$ cat config.mk
export PLATFORM = sky130hd
export DESIGN_NAME = darkroom_spi_receiver_flat
export DESIGN_NICKNAME = d
export VERILOG_FILES = /design/src/rtl/darkroom_spi_receiver_pkg.sv /design/src/rtl/darkroom_spi_receiver_if.sv /design/src/rtl/darkroom_spi_receiver_sync_edge.sv /design/src/rtl/darkroom_spi_receiver.sv /design/src/flat_wrapper.sv
export SDC_FILE = /design/constraint.sdc
export NUM_CORES = 1
export LEC_CHECK = 0
export BUFFER_PORTS_ARGS = -buffer_cell sky130_fd_sc_hd__clkbuf_2
export CAP_MARGIN = 20
export CORE_UTILIZATION = 55
export CTS_BUF_LIST = sky130_fd_sc_hd__clkbuf_8
export DETAILED_ROUTE_END_ITERATION = 12
export GPL_TIMING_DRIVEN = 0
export PLACE_DENSITY = 0.67
export REMOVE_ABC_BUFFERS = 1
export SETUP_SLACK_MARGIN = 0.02
export SLEW_MARGIN = 10
export SYNTH_ARGS = -nofsm -noshare
export SYNTH_HDL_FRONTEND = slang
export SYNTH_HIERARCHICAL = 1
export SYNTH_SLANG_ARGS = --single-unit
export TNS_END_PERCENT = 50
$ cat constraint.sdc
create_clock -name clock -period 3.45 [get_ports clock]
set_clock_uncertainty 0.2 [all_clocks]
set_input_delay 0.345 -clock clock [delete_from_list [all_inputs] [get_ports clock]]
set_output_delay 0.345 -clock clock [all_outputs]
set_load 0.02 [all_outputs]
$ cat src/rtl/darkroom_spi_receiver_pkg.sv
// Shared types and constants for the DarkRoom SPI frame receiver.
// Latency: n/a (declarations only).
// Backpressure: n/a.
package darkroom_pkg;

    // Receive state machine encoding
    typedef enum logic [1:0] {
        IDLE      = 2'd0,
        WAIT_HIGH = 2'd1,
        RECEIVE   = 2'd2,
        OVERRUN   = 2'd3
    } rx_state_t;

    localparam int FRAME_BYTES_DEF = 32;
    localparam int FRAME_BITS      = 8 * FRAME_BYTES_DEF;
    localparam int CNT_W           = 16;

    // Register map beyond the eight frame words at 0..7
    localparam logic [3:0] ADDR_STATUS = 4'd8;
    localparam logic [3:0] ADDR_FLAGS  = 4'd9;

    // 32-bit word a of a frame; word 0 holds bytes 0..3 with byte 0 in [7:0]
    function automatic logic [31:0] frame_word(input logic [FRAME_BITS-1:0] f,
                                               input logic [2:0] a);
        return f[{a, 5'b00000} +: 32];
    endfunction

endpackage

$ cat src/rtl/darkroom_spi_receiver_if.sv
// Avalon-MM read-only slave bus between a host and the SPI frame receiver.
// Latency: one wait state per read, driven by the slave.
// Backpressure: slave holds waitrequest for the first cycle of every read.
// Signals: address[3:0] word address, read strobe, readdata[31:0], waitrequest.
interface darkroom_spi_receiver_if;
    logic [3:0]  address;
    logic        read;
    logic [31:0] readdata;
    logic        waitrequest;

    modport master (output address, read, input readdata, waitrequest);
    modport slave  (input address, read, output readdata, waitrequest);
endinterface

$ cat src/rtl/darkroom_spi_receiver_sync_edge.sv
// Synchronizes one asynchronous SPI line into clock and flags its edges.
// Latency: SYNC_STAGES cycles to level, edge flags in the same cycle as level.
// Backpressure: none; free-running.
// Ports: clock, reset_n, din (async in), level (synced), rise/fall (one-cycle pulses).
// SYNC_STAGES legal range is 2..4. All flops reset to 0, so a line held high
// across reset shows a rising edge shortly after release; callers must tolerate it.
module spi_slave_sync_edge #(
    parameter int SYNC_STAGES = 2
) (
    input  logic clock,
    input  logic reset_n,
    input  logic din,
    output logic level,
    output logic rise,
    output logic fall
);

    logic [SYNC_STAGES-1:0] sync_q;
    logic                   prev_q;

    always_ff @(posedge clock or negedge reset_n) begin
        if (!reset_n) begin
            sync_q <= '0;
            prev_q <= 1'b0;
        end else begin
            sync_q <= {sync_q[SYNC_STAGES-2:0], din};
            prev_q <= sync_q[SYNC_STAGES-1];
        end
    end

    assign level = sync_q[SYNC_STAGES-1];
    assign rise  = level & ~prev_q;
    assign fall  = ~level & prev_q;

endmodule

$ cat src/rtl/darkroom_spi_receiver.sv
// SPI mode-0 slave that assembles DarkRoom sensor frames and publishes the latest good one.
// Latency: publish 1 cycle after synced ss_n rise; Avalon reads take one wait state.
// Backpressure: none on SPI (oversampled); Avalon waitrequest high for the first read cycle.
// Ports: clock, reset_n (async, active low); avl (Avalon slave: address, read, readdata,
//        waitrequest); sck_i, ss_n_i, mosi_i (SPI, MSB first); frame_valid_o (publish pulse).
// Build option: define DARKROOM_RX_SNAPSHOT_EN to make a read of address 0 freeze the frame
// so that a 0..7 sweep is coherent across a mid-sweep publish.
module darkroom_spi_receiver
    import darkroom_pkg::*;
#(
    parameter int FRAME_BYTES = 32,
    parameter int SYNC_STAGES = 2
) (
    input  logic                   clock,
    input  logic                   reset_n,
    darkroom_spi_receiver_if.slave avl,
    input  logic                   sck_i,
    input  logic                   ss_n_i,
    input  logic                   mosi_i,
    output logic                   frame_valid_o
);

    localparam int                FRAME_W    = 8 * FRAME_BYTES;
    localparam int                BCNT_W     = $clog2(FRAME_BYTES + 1);
    localparam logic [BCNT_W-1:0] BYTES_FULL = BCNT_W'(FRAME_BYTES);

    // ---------------- input synchronizers ----------------
    logic sck_lvl, sck_rise, sck_fall;
    logic ss_n_lvl, ss_n_rise, ss_n_fall;
    logic mosi_lvl, mosi_rise, mosi_fall;

    spi_slave_sync_edge #(.SYNC_STAGES(SYNC_STAGES)) u_sync_sck (
        .clock(clock), .reset_n(reset_n), .din(sck_i),
        .level(sck_lvl), .rise(sck_rise), .fall(sck_fall)
    );
    spi_slave_sync_edge #(.SYNC_STAGES(SYNC_STAGES)) u_sync_ss_n (
        .clock(clock), .reset_n(reset_n), .din(ss_n_i),
        .level(ss_n_lvl), .rise(ss_n_rise), .fall(ss_n_fall)
    );
    spi_slave_sync_edge #(.SYNC_STAGES(SYNC_STAGES)) u_sync_mosi (
        .clock(clock), .reset_n(reset_n), .din(mosi_i),
        .level(mosi_lvl), .rise(mosi_rise), .fall(mosi_fall)
    );

    // Mode 0 samples only on sck rise; the other edges are not needed.
    logic unused_edges;
    assign unused_edges = ^{sck_lvl, sck_fall, mosi_rise, mosi_fall};

    // ---------------- receive FSM and frame storage ----------------
    rx_state_t          state;
    logic               armed;      // low only for the first cycle after reset
    logic [2:0]         bit_cnt;
    logic [BCNT_W-1:0]  byte_cnt;
    logic [6:0]         byte_sr;    // first seven bits of the byte in flight
    logic [FRAME_W-1:0] shadow;
    logic [FRAME_W-1:0] latest;
    logic [CNT_W-1:0]   frame_count;
    logic [CNT_W-1:0]   error_count;
    logic               frame_available;
    logic               avail_clear;

    always_ff @(posedge clock or negedge reset_n) begin
        if (!reset_n) begin
            state           <= IDLE;
            armed           <= 1'b0;
            bit_cnt         <= '0;
            byte_cnt        <= '0;
            byte_sr         <= '0;
            shadow          <= '0;
            latest          <= '0;
            frame_count     <= '0;
            error_count     <= '0;
            frame_available <= 1'b0;
            frame_valid_o   <= 1'b0;
        end else begin
            frame_valid_o <= 1'b0;
            // A publish later in this block overrides the clear.
            if (avail_clear) begin
                frame_available <= 1'b0;
            end

            case (state)
                IDLE: begin
                    if (!armed) begin
                        // Leaving reset: the master may be mid-frame, so wait
                        // for ss_n to go high before accepting a new frame.
                        armed <= 1'b1;
                        state <= WAIT_HIGH;
                    end else if (ss_n_fall) begin
                        bit_cnt  <= '0;
                        byte_cnt <= '0;
                        state    <= RECEIVE;
                    end
                end

                WAIT_HIGH: begin
                    if (ss_n_lvl) begin
                        state <= IDLE;
                    end
                end

                RECEIVE: begin
                    // ss_n rise takes priority; a coincident sck bit is dropped.
                    if (ss_n_rise) begin
                        state <= IDLE;
                        if (bit_cnt == 3'd0 && byte_cnt == BYTES_FULL) begin
                            latest          <= shadow;
                            frame_count     <= frame_count + CNT_W'(1);
                            frame_available <= 1'b1;
                            frame_valid_o   <= 1'b1;
                        end else begin
                            error_count <= error_count + CNT_W'(1);
                        end
                    end else if (sck_rise) begin
                        byte_sr <= {byte_sr[5:0], mosi_lvl};
                        bit_cnt <= bit_cnt + 3'd1;
                        if (bit_cnt == 3'd7) begin
                            if (byte_cnt == BYTES_FULL) begin
                                state <= OVERRUN;
                            end else begin
                                shadow[{byte_cnt, 3'b000} +: 8] <= {byte_sr, mosi_lvl};
                                byte_cnt <= byte_cnt + BCNT_W'(1);
                            end
                        end
                    end
                end

                OVERRUN: begin
                    if (ss_n_rise) begin
                        error_count <= error_count + CNT_W'(1);
                        state       <= IDLE;
                    end
                end

                default: state <= IDLE;
            endcase
        end
    end

    // ---------------- Avalon read slave ----------------
    logic        rd_pending;   // high in the data cycle of a read
    logic        rd_addr0;     // the pending read targets address 0
    logic        rd_launch;
    logic [31:0] rd_data_next;

    assign rd_launch       = avl.read && !rd_pending;
    assign avl.waitrequest = rd_launch;
    assign avail_clear     = rd_pending && rd_addr0;

`ifdef DARKROOM_RX_SNAPSHOT_EN
    logic [FRAME_W-1:0] snapshot;
`endif

    always_comb begin
        rd_data_next = '0;
        if (avl.address[3] == 1'b0) begin
`ifdef DARKROOM_RX_SNAPSHOT_EN
            if (avl.address[2:0] == 3'd0) begin
                rd_data_next = frame_word(FRAME_BITS'(latest), 3'd0);
            end else begin
                rd_data_next = frame_word(FRAME_BITS'(snapshot), avl.address[2:0]);
            end
`else
            rd_data_next = frame_word(FRAME_BITS'(latest), avl.address[2:0]);
`endif
        end else if (avl.address == ADDR_STATUS) begin
            rd_data_next = {error_count, frame_count};
        end else if (avl.address == ADDR_FLAGS) begin
            rd_data_next = {31'b0, frame_available};
        end
    end

    // readdata is captured at launch, so a publish on the same edge is not visible.
    always_ff @(posedge clock or negedge reset_n) begin
        if (!reset_n) begin
            rd_pending   <= 1'b0;
            rd_addr0     <= 1'b0;
            avl.readdata <= '0;
`ifdef DARKROOM_RX_SNAPSHOT_EN
            snapshot     <= '0;
`endif
        end else begin
            if (rd_launch) begin
                rd_pending   <= 1'b1;
                rd_addr0     <= (avl.address == 4'd0);
                avl.readdata <= rd_data_next;
`ifdef DARKROOM_RX_SNAPSHOT_EN
                if (avl.address == 4'd0) begin
                    snapshot <= latest;
                end
`endif
            end else begin
                rd_pending <= 1'b0;
            end
        end
    end

endmodule

$ cat src/flat_wrapper.sv
// flat-port wrapper written by rule: the top's interface ports become plain ports
module darkroom_spi_receiver_flat import darkroom_pkg::*;
#(
    parameter int FRAME_BYTES = 32,
    parameter int SYNC_STAGES = 2
)
  (clock, reset_n, sck_i, ss_n_i, mosi_i, frame_valid_o, avl_address, avl_read, avl_readdata, avl_waitrequest);
  darkroom_spi_receiver_if avl_i ();
  input  logic clock;
  input  logic reset_n;
  input  logic sck_i;
  input  logic ss_n_i;
  input  logic mosi_i;
  output logic frame_valid_o;
  input wire logic [$bits(avl_i.address)-1:0] avl_address;
  input wire logic [$bits(avl_i.read)-1:0] avl_read;
  output wire logic [$bits(avl_i.readdata)-1:0] avl_readdata;
  output wire logic [$bits(avl_i.waitrequest)-1:0] avl_waitrequest;
  assign avl_i.address = avl_address;
  assign avl_i.read = avl_read;
  assign avl_readdata = avl_i.readdata;
  assign avl_waitrequest = avl_i.waitrequest;
  darkroom_spi_receiver #(.FRAME_BYTES(FRAME_BYTES), .SYNC_STAGES(SYNC_STAGES)) u_core (.clock(clock), .reset_n(reset_n), .avl(avl_i), .sck_i(sck_i), .ss_n_i(ss_n_i), .mosi_i(mosi_i), .frame_valid_o(frame_valid_o));
endmodule
==> impl_metrics.yaml <==
die:
  io_pins: 44
  die_w_um: 221
  core.rowCount: 80
  die_area_mm2: 0.0490
  dieHeight_um: 221
  start_util_pct: 55.6
  core_mm2: 0.0476
layout:
  multi_input_area_mm2: 0.0108
  nFillCells: 3657
  syn2layout_area_growth_pct: 14.4
  fin_nets: 2530
  register_area_mm2: 0.0152
  layout_common_cells: "nand2_1 (812), dfrtp_1 (604), mux2_2 (191)"
  final_common_cell: "nand2_1"
  final_area_mm2: 0.0303
  drive_gt1_share_pct: 22.5
  post-route-util_pct: 63.6
  n_antenna_cell: 0
drt:
  ant_nets: 0
  drc: 0
  drt_first_pass_iters: 5
  vias: 18300
  wire_per_inst_um: 20.3
  wirelength_mm: 65.1
  drtIter0Drc: 1744
  via_per_inst: 5.72
setup_path:
  cp-start-kind: "flip-flop"
  crit_chain: "inv_1 > ha_4 > nor4b_4 > buf_4 > a21oi_4 > nand2_1 > or4_4 > mux2_4"
  cp_top_family: "simple AND/OR/NAND/NOR gates"
  slowest_delay_ns: 0.74
  critPathArrivalTime_ns: 3.74
  path_max_fanout: 18
  crit_required_ns: 3.81
  worst-setup-path-type: "flip-flop to flip-flop"
  critPathCaptureType: "flip-flop"
  worst-path-buf-inv: 2
  slowest_stage: "or4_4"
timing:
  timing.slew.headroom_pct: 28.5
  fin_ws_ns: 0.0665
  timing.fmax_mhz: 296
  hold-worst-slack_ns: 0.112
  period_share_pct: 98.1
  hold_violations: 0
  fin_tns_setup_ns: 0
  finalCriticalPeriod_ns: 3.38
  rsz0062_at_grt: "true"
  setup-violations-final: 0
  drv_slew: 0
  worst_slew_pin_slew_ns: 1.07
place:
  dp_hpwl_mm: 39.8
  io_buffers: 43
  gp_congestion: 0.816
  dp_slack_ns: -1.64
  place_area_mm2: 0.0276
global_routing:
  grt_max_degree: 106
  first_global_vias: 18700
  overflow: 0
  grt_usage_pct: 27.5
  grt_pass1_wl_mm: 104
  antenna_found_initial: 0
clock_network:
  clock_latency_ns: 0.68
  h-tree-depth: 3
  clockBufferDepth: 3
  cts_root_buf: "clkbuf_8"
  clock-sinks: 607
  path_clk_slew_ns: 0.06
  cts_buffers: 99
  cts_tree: "built"
yosys:
  yosysWarnings: 6
  syn-instance-count: 2434
  syn_area_per_cell_um2: 10.9
  synth.cell_area_mm2: 0.0265
power_and_ir_drop:
  p_leak_nw: 15.3
  p_per_area_mw_per_mm2: 470
  vdd.ir_drop.worst_mv: 0.284
min_path:
  worst_hold_path_type: "primary input to flip-flop"
run:
  drv_cap: 0
outcome:
  status: "completed"
## metal layers
layer	wire length, um	global-route usage [%]	vias up
li1	-	-	8252
met1	28900	38.9	9410
met2	31200	44.1	552
met3	3550	3.96	106
met4	1510	9.23	0
met5	0	0	-
## final timing paths
path | end | cells past startpoint | startpoint | slack (ns)
min in group asynchronous | u_core/shadow[4] | 2 | reset_n | 0.12
hold / removal | u_core/u_sync_sck/sync_q[0] | 2 | sck_i | 0.11
setup reg to reg | u_core/shadow[134] | 8 | u_core/byte_cnt[0] | 0.07
max in group asynchronous | u_core/latest[60] | 6 | reset_n | 0.87
setup / recovery | u_core/shadow[134] | 8 | u_core/byte_cnt[0] | 0.07
hold reg to reg | u_core/u_sync_mosi/sync_q[1] | 0 | u_core/u_sync_mosi/sync_q[0] | 0.15
## sequential cells by signal (all words and copies together) (netlist names), 3 cells and up
signal,flops
u_core/avl.readdata,32
u_core/bit_cnt,3
u_core/byte_cnt,6
u_core/byte_sr,7
u_core/error_count,16
u_core/frame_count,16
u_core/latest,256
u_core/shadow,256
## stage by stage
stage	total power [W]	instances
after floorplan	0.00778	2293
after global placement	0.00826	2951
after detailed placement	0.00831	2989
after CTS	0.0144	3192
after global routing	0.0148	3204
final	0.0143	3204
## layout make-up
| type | instances | area share, % |
|---|---|---|
| clock inverters | 51 | 0.735 |
| flip-flops and latches | 607 | 50.2 |
| clock buffers | 126 | 5.72 |
| repair buffers | 119 | 4.62 |
| multi-input cells | 1641 | 35.6 |
| inverters | 45 | 0.644 |
| well taps | 615 | 2.54 |
## report_power, final
group / internal (W) / switching (W) / leakage [nW]
Combinational: 0.000214 / 0.000441 / 5.82
Sequential: 0.00723 / 0.000296 / 8.38
Clock: 0.00326 / 0.00281 / 1.15
Total: 0.0107 / 0.00354 / 15.3
## what timing repair did
action,4_1_cts,5_1_grt
hold buffers,5,0
endpoints found under the setup margin,537,228
endpoints found under the hold margin,106,0
resized for setup,33,11
cloned,2,0
pin swaps,12,8
buffers inserted,19,10
(Power assumes the default switching activity.)
